==> src/rtl/pa_ifu_btb_set.sv <==
// Fully associative BTB set: ENTRY_NUM entries of {vld, tag, tgt, cnt}.
// Registered lookup port, update port (train on hit / allocate on taken miss),
// and a global clear that drops valid bits but keeps payload.
module pa_ifu_btb_set #(
    parameter int unsigned ENTRY_NUM = 8,
    parameter int unsigned TAG_WIDTH = 16,
    parameter int unsigned TGT_WIDTH = 16,
    parameter int unsigned CNT_WIDTH = 2
) (
    input  logic                 btb_entry_clk,
    input  logic                 cpurst_b,
    input  logic                 btb_clr_all,
    input  logic                 btb_rd_vld,
    input  logic [TAG_WIDTH-1:0] btb_rd_tag,
    input  logic                 btb_upd_vld,
    input  logic [TAG_WIDTH-1:0] btb_upd_tag,
    input  logic [TGT_WIDTH-1:0] btb_upd_tgt,
    input  logic                 btb_upd_taken,
    output logic                 btb_rd_out_vld,
    output logic                 btb_rd_hit,
    output logic [TGT_WIDTH-1:0] btb_rd_tgt,
    output logic                 btb_rd_taken,
    output logic                 btb_full
);

    localparam int unsigned PTR_W = $clog2(ENTRY_NUM);
    localparam logic [CNT_WIDTH-1:0] CNT_MAX  = '1;
    localparam logic [CNT_WIDTH-1:0] CNT_WEAK = CNT_WIDTH'(1) << (CNT_WIDTH - 1);

    logic [ENTRY_NUM-1:0] r_vld;
    logic [TAG_WIDTH-1:0] r_tag [ENTRY_NUM];
    logic [TGT_WIDTH-1:0] r_tgt [ENTRY_NUM];
    logic [CNT_WIDTH-1:0] r_cnt [ENTRY_NUM];
    logic [PTR_W-1:0]     r_vic_ptr;

    logic                 r_out_vld;
    logic                 r_out_hit;
    logic [TGT_WIDTH-1:0] r_out_tgt;
    logic                 r_out_taken;

    logic                 w_rd_hit;
    logic [TGT_WIDTH-1:0] w_rd_tgt;
    logic                 w_rd_taken;
    logic                 w_upd_hit;
    logic [PTR_W-1:0]     w_upd_idx;
    logic                 w_inv_found;
    logic [PTR_W-1:0]     w_inv_idx;
    logic [PTR_W-1:0]     w_alloc_idx;

    // Lookup match against current state; lowest matching index wins
    always_comb begin
        w_rd_hit   = 1'b0;
        w_rd_tgt   = '0;
        w_rd_taken = 1'b0;
        for (int unsigned i = 0; i < ENTRY_NUM; i++) begin
            if (!w_rd_hit && r_vld[i] && (r_tag[i] == btb_rd_tag)) begin
                w_rd_hit   = 1'b1;
                w_rd_tgt   = r_tgt[i];
                w_rd_taken = r_cnt[i][CNT_WIDTH-1];
            end
        end
    end

    // Update match and lowest-index invalid entry search
    always_comb begin
        w_upd_hit   = 1'b0;
        w_upd_idx   = '0;
        w_inv_found = 1'b0;
        w_inv_idx   = '0;
        for (int unsigned i = 0; i < ENTRY_NUM; i++) begin
            if (!w_upd_hit && r_vld[i] && (r_tag[i] == btb_upd_tag)) begin
                w_upd_hit = 1'b1;
                w_upd_idx = PTR_W'(i);
            end
            if (!w_inv_found && !r_vld[i]) begin
                w_inv_found = 1'b1;
                w_inv_idx   = PTR_W'(i);
            end
        end
    end

    assign w_alloc_idx = w_inv_found ? w_inv_idx : r_vic_ptr;
    assign btb_full    = &r_vld;

    // Entry state: clear beats update; hit trains counter, taken miss allocates
    always_ff @(posedge btb_entry_clk or negedge cpurst_b) begin
        if (!cpurst_b) begin
            r_vld     <= '0;
            r_vic_ptr <= '0;
            for (int unsigned i = 0; i < ENTRY_NUM; i++) begin
                r_tag[i] <= '0;
                r_tgt[i] <= '0;
                r_cnt[i] <= '0;
            end
        end else if (btb_clr_all) begin
            r_vld     <= '0;
            r_vic_ptr <= '0;
        end else if (btb_upd_vld) begin
            if (w_upd_hit) begin
                if (btb_upd_taken) begin
                    r_tgt[w_upd_idx] <= btb_upd_tgt;
                    if (r_cnt[w_upd_idx] != CNT_MAX)
                        r_cnt[w_upd_idx] <= r_cnt[w_upd_idx] + 1'b1;
                end else if (r_cnt[w_upd_idx] != '0) begin
                    r_cnt[w_upd_idx] <= r_cnt[w_upd_idx] - 1'b1;
                end
            end else if (btb_upd_taken) begin
                r_vld[w_alloc_idx] <= 1'b1;
                r_tag[w_alloc_idx] <= btb_upd_tag;
                r_tgt[w_alloc_idx] <= btb_upd_tgt;
                r_cnt[w_alloc_idx] <= CNT_WEAK;
                if (!w_inv_found)
                    r_vic_ptr <= r_vic_ptr + 1'b1;
            end
        end
    end

    // Registered lookup result; payload holds when no lookup is issued
    always_ff @(posedge btb_entry_clk or negedge cpurst_b) begin
        if (!cpurst_b) begin
            r_out_vld   <= 1'b0;
            r_out_hit   <= 1'b0;
            r_out_tgt   <= '0;
            r_out_taken <= 1'b0;
        end else begin
            r_out_vld <= btb_rd_vld;
            if (btb_rd_vld) begin
                r_out_hit   <= w_rd_hit;
                r_out_tgt   <= w_rd_tgt;
                r_out_taken <= w_rd_taken;
            end
        end
    end

    assign btb_rd_out_vld = r_out_vld;
    assign btb_rd_hit     = r_out_hit;
    assign btb_rd_tgt     = r_out_tgt;
    assign btb_rd_taken   = r_out_taken;

endmodule
==> config.mk <==
export PLATFORM = sky130hd
export DESIGN_NAME = pa_ifu_btb_set
export DESIGN_NICKNAME = d
export VERILOG_FILES = /design/src/rtl/pa_ifu_btb_set.sv
export SDC_FILE = /design/constraint.sdc
export NUM_CORES = 1
export LEC_CHECK = 0
export BUFFER_PORTS_ARGS = -buffer_cell sky130_fd_sc_hd__buf_2
export CAP_MARGIN = 20
export CORE_ASPECT_RATIO = 0.5
export CORE_MARGIN = 3
export CORE_UTILIZATION = 45
export CTS_BUF_LIST = sky130_fd_sc_hd__clkbuf_8
export DETAILED_ROUTE_END_ITERATION = 8
export PLACE_DENSITY = 0.63
export SLEW_MARGIN = 15
export SYNTH_ARGS = -nofsm -noshare
export SYNTH_HDL_FRONTEND = slang
export SYNTH_SLANG_ARGS = --single-unit
==> constraint.sdc <==
create_clock -name btb_entry_clk -period 4.9 [get_ports btb_entry_clk]
set_input_delay 0.735 -clock btb_entry_clk [delete_from_list [all_inputs] [get_ports btb_entry_clk]]
set_output_delay 0.735 -clock btb_entry_clk [all_outputs]
set_load 0.1 [all_outputs]
After elaboration in Yosys (flattened, before gate mapping)
Cells that the tools add are included.
- add/sub/neg operators: 3
- order comparisons: 6
- equal/unequal tests: 20
- multiplexer cells: 90
- bitwise operators: 8
- reductions and logical operators: 78
- operator list (cell ; count):
    bitwise mux 128 bit ; 3
    two-way mux 128 bit ; 3
    == test 16 bit ; 16
    two-way mux 16 bit ; 15
    demux 16 bit (select 3 bit) ; 2
    two-way mux 3 bit ; 18
    logical AND 1 bit ; 40
    two-way mux 1 bit ; 35
    bitwise mux 16 bit ; 2
    two-way mux 8 bit ; 4
    zero test 1 bit ; 27
    bitwise OR 8 bit ; 2
    demux 2 bit (select 3 bit) ; 2
    nonzero test 2 bit ; 5
    bitwise AND 8 bit ; 1
    greater-or-equal comparator 4 bit, second input constant ; 2
    less-than comparator 4 x 1 -> 1 bit, second input constant ; 2
    two-way mux 2 bit ; 4
    inverter 3 -> 4 bit ; 2
    inverter 8 bit ; 1
    AND reduction 4 bit ; 2
    AND reduction 8 bit ; 1
    binary-select mux 2 bit (select 3 bit) ; 1
    != test 2 bit, second input constant ; 3
    other kinds (10) ; 12
- flip-flop bits (word level): 302
- input bits: 54
- output and inout port bits: 20
- logic and storage cells: 235

Logic depth before layout (Yosys ltp)
- word-level depth: 40
- depth in mapped cells: 17

Worst setup path before layout
OpenSTA, ideal clock, no wires.
- kind: input -> register
- from: in btb_upd_tag[8]
- to: reg r_cnt[14] (netlist name)
- setup time: 0.134 ns
- arrival: 3.733 ns
- required time: 4.766 ns
- path slack: 1.033 ns
- stages: 16
- buffers on the path: 2
- path through: buf_4 > xor2_1 > nor4_1 > nand2_1 > or4_1 > o21ai_1 > a31oi_2 > a2bb2oi_1 > o21bai_2 > inv_1 > ha_1 > nor3b_1 > o21ai_1 > clkbuf_1 > o21ai_0 > o31ai_1
- cells in the longest elaborated chain, start to end: 40
- ends and longest elaborated chain (element ; RTL line ; source):
    from (decl) ; 16 ; input logic [TAG_WIDTH-1:0] btb_upd_tag,
    == test 16 bit ; 71 ; if (!w_upd_hit && r_vld[i] && (r_tag[i] == btb_upd_tag)) begin
    logical AND 1 bit ; 71 ;
    two-way mux 1 bit ; 71 ;
    zero test 1 bit ; 71 ;
    logical AND 1 bit (2 in series) ; 71 ;
    two-way mux 1 bit ; 71 ;
    zero test 1 bit ; 71 ;
    logical AND 1 bit (2 in series) ; 71 ;
    [... 22 more ...] ; -- ;
    binary-select mux 2 bit (select 3 bit), or another cell as far along ; -- ;
    two-way mux 2 bit (not written as such) or logical AND 1 bit (tied branches) ; -- ;
    two-way mux 2 bit (on tied branches) ; -- ;
    subtractor 2 x 1 -> 2 bit, or another cell as far along ; 105 ; r_cnt[w_upd_idx] <= r_cnt[w_upd_idx] - 1'b1;
    bitwise mux 16 bit (on tied branches) ; 105, 103 ;
    two-way mux 16 bit (on tied branches) ; 104, 102 ;
    two-way mux 16 bit ; 100 ; if (btb_upd_taken) begin
    two-way mux 16 bit ; 99 ; if (w_upd_hit) begin
    to (signal, indexed assignment) ; 103 ; r_cnt[w_upd_idx] <= r_cnt[w_upd_idx] + 1'b1;
    to (signal, indexed assignment) ; 105 ;
    to (decl) ; 33 ; logic [CNT_WIDTH-1:0] r_cnt [ENTRY_NUM];
Several ways; a longest one is shown, not always the timed one. The select of a mux whose other input is x is not followed.
A chain may end at the register's enable or synchronous reset.

Worst setup path in the final report
- from: in btb_upd_tag[0]
- to: reg r_cnt[9] (netlist name)
The elaborated chain is that of the path after synthesis.

==> flow_summary_export.csv <==
group,metric,value,unit
run_status,outcome,"complete, no violations",
setup_path,critPathKind,"input port to flop",
synth,synthesis.nets,1489,
setup_path,critPathLaunchType,"input port",
timing,tightest_slew,1.06,ns
routing,vias,11600,
global_route,grt_usage,0.242,
floorplanning,die_w,278,um
routing,drt-total-wl,47700,um
final_layout,syn_to_final_growth,11.0,%
setup_path,crit_arrival,4.60,ns
timing,setup_tns,0,ns
floorplanning,die-area,0.0393,mm2
final_layout,nets,1550,
routing,vias_per_cell,5.76,
floorplanning,io_pins,74,
synth,ys.flop_type,"dfrtp_1",
timing,hold_viol,0,
final_layout,drive_gt1_frac,0.302,
hold_path,hold_path.class,"input port to async pin",
floorplanning,start_util,0.459,
synth,syn-cell-area,0.0166,mm2
setup_path,cp-end-kind,"flop",
clocking,hold_buffers,0,
floorplanning,num_rows,49,
clocking,postCtsSetupBuffers,0,
power,p_per_area,325,mW/mm2
synth,synth-seq-area-share,0.456,
power,p_leak,8.44,nW
clocking,cts_tree,"yes",
final_layout,n_antenna_cell,0,
synth,synth_top_area_share,0.456,
placement,portBuffers,73,
routing,drc,0,
final_layout,fillers,3187,
timing,relSlewSlack,0.291,
clocking,cts.clk_slew.worst_paths,0.07,ns
synth,yosysMostFrequentCell,"dfrtp_1",
timing,finalMaxSlewViolations,0,
synth,synth-seq-cells,302,
routing,detail_route.wl_per_cell,23.7,um
placement,gp_congestion,0.899,
routing,dr.pass1.iters,5,
synth,synth-edff-count,0,
clocking,clock_sinks,302,
synth,ys_warn_count,0,
synth,synth.distinct_cells,78,
clocking,ctsResizeCount,0,
placement,detailed_place_hpwl,32600,um
timing,setup_viol,0,
timing,period_share,0.848,
clocking,numCtsBuffers,46,
global_route,first_global_vias,12100,
routing,drt_iter0_markers,866,
synth,synthCells,1432,
final_layout,design_area,0.0184,mm2
global_route,grt_max_degree,129,
timing,fmax,241,MHz
flow_run,cap_violations,0,
synth,synth_area_leaders,"dfrtp_1 46%, mux2_2 14%, xnor2_1 6.9%",
setup_path,critPathMaxFanout,21,
timing,finalCriticalPeriod,4.16,ns
global_route,antenna_found_initial,2,
clocking,root_buffer,"clkbuf_8",
clocking,cts-htree-levels,2,
synth,syn_area_per_cell,11.6,um2
synth,yosys.area.top_type,"dfrtp_1",
placement,place_area,0.0173,mm2
timing,skew,0.0285,ns
clocking,worstSkewPairLatency,0.59,ns
synth,async_flop_share,1.00,
floorplanning,die_h,142,um
final_layout,post-route-util,0.510,
power,peakVddDrop,0.000176,V
timing,rsz0062_at_grt,"false",
synth,ys_top_cells_by_count,"302 x dfrtp_1, 201 x mux2_2, 130 x xnor2_1, 128 x xor2_1, 60 x nand2_1",
floorplanning,coreArea,0.0361,mm2
global_route,grt_pass1_wl,73100,um
setup_path,required,5.34,ns
clocking,clockBufferDepth,3,
global_route,grt_overflow,0,
routing,ant_nets,0,
area by class of cell:
| type | count | area (um2) | share of cell area |
|---|---|---|---|
| well taps | 484 | 606 | 0.0329 |
| repair buffers | 110 | 691 | 0.0375 |
| clock inverters | 21 | 213 | 0.0115 |
| clock buffers | 63 | 867 | 0.0471 |
| inverters | 40 | 150 | 0.00815 |
| multi-input cells | 993 | 8340 | 0.453 |
| flip-flops and latches | 302 | 7560 | 0.410 |
critical path: stages:
cell and delay (ns):
buf_2 0.38, xor2_1 0.13, nor4_1 0.45, nand2_1 0.20, or4_1 0.60, o21ai_1 0.22, a31oi_2 0.09, a2bb2oi_1 0.18
o21bai_2 0.43, ha_1 0.27, a21boi_0 0.09, o21ai_1 0.41, buf_12 0.21, nor2_1 0.05, a2bb2oi_1 0.13
sequential cells by signal, summed over array words and instances, names as in the netlist:
| signal | count |
|---|---|
| r_tag | 128 |
| r_tgt | 128 |
| btb_rd_tgt | 16 |
| r_cnt | 16 |
| r_vld | 8 |
| r_vic_ptr | 3 |
| btb_rd_hit | 1 |
| btb_rd_out_vld | 1 |
| btb_rd_taken | 1 |
stage by stage:
| step | setup WS [ns] | instances | hold WS [ns] | power, mW |
|---|---|---|---|---|
| 2_1_floorplan | 1.03 | 1432 | 0.439 | 3.32 |
| 3_3_place_gp | 0.358 | 1929 | 0.461 | 3.56 |
| 3_5_place_dp | 0.227 | 1929 | 0.469 | 3.58 |
| 4_1_cts | 0.825 | 2013 | 0.293 | 6.04 |
| 5_1_grt | 0.397 | 2013 | 0.312 | 6.23 |
| 6_report | 0.745 | 2013 | 0.228 | 5.99 |
cell usage in the layout, fill, tap and decap left out, types with 17 or more instances in the layout:
cell type,n
mux2_1,26
mux2_4,30
clkbuf_8,63
and3_1,19
inv_1,44
xnor2_1,130
nand2_1,60
mux2_2,201
o21ai_0,49
xor2_1,128
nand4_1,34
o22ai_1,18
nor3_1,17
buf_2,72
nor2_1,40
dfrtp_1,302
nand3_1,31
buf_4,34
nor4_1,27
kinds of logic (layout without fill, tap and decap cells):
group / count (synthesis) / after routing / synth area share
xor gates and xnor gates: 258 / 258 / 0.136
muxes: 258 / 258 / 0.182
and+or+nand+nor: 299 / 299 / 0.103
AOI/OAI and AO/OA: 175 / 175 / 0.0774
DFF: 302 / 302 / 0.456
adders and majority gates: 3 / 3 / 0.00226
buffers and inverters: 137 / 234 / 0.0436
path summary, 6_finish.rpt:
check                                start  slack (ns)      endpoint  depth (start not counted)
setup / recovery            btb_upd_tag[0]        0.74      r_cnt[9]                         15
hold / removal                    cpurst_b        0.23     r_tgt[10]                          1
setup reg to reg                 r_tag[95]        0.77      r_cnt[9]                         14
hold reg to reg                 r_tgt[122]        0.48    r_tgt[122]                          1
max in group asynchronous         cpurst_b        3.55     r_tag[28]                          2
min in group btb_entry_clk     btb_clr_all        0.46  r_vic_ptr[2]                          2
per-layer routing:
metal	track usage	routed length (um)	up-vias
met5	0	13	-
met4	0.0958	1920	2
met3	0.0451	2400	111
met2	0.379	21100	318
met1	0.334	22200	5941
li1	-	-	5219
power breakdown:
part	switching, mW	internal [mW]
logic	0.399	0.323
registers	0.148	2.67
clock network	1.08	1.37
total	1.62	4.36
(Power assumes the default switching activity.)
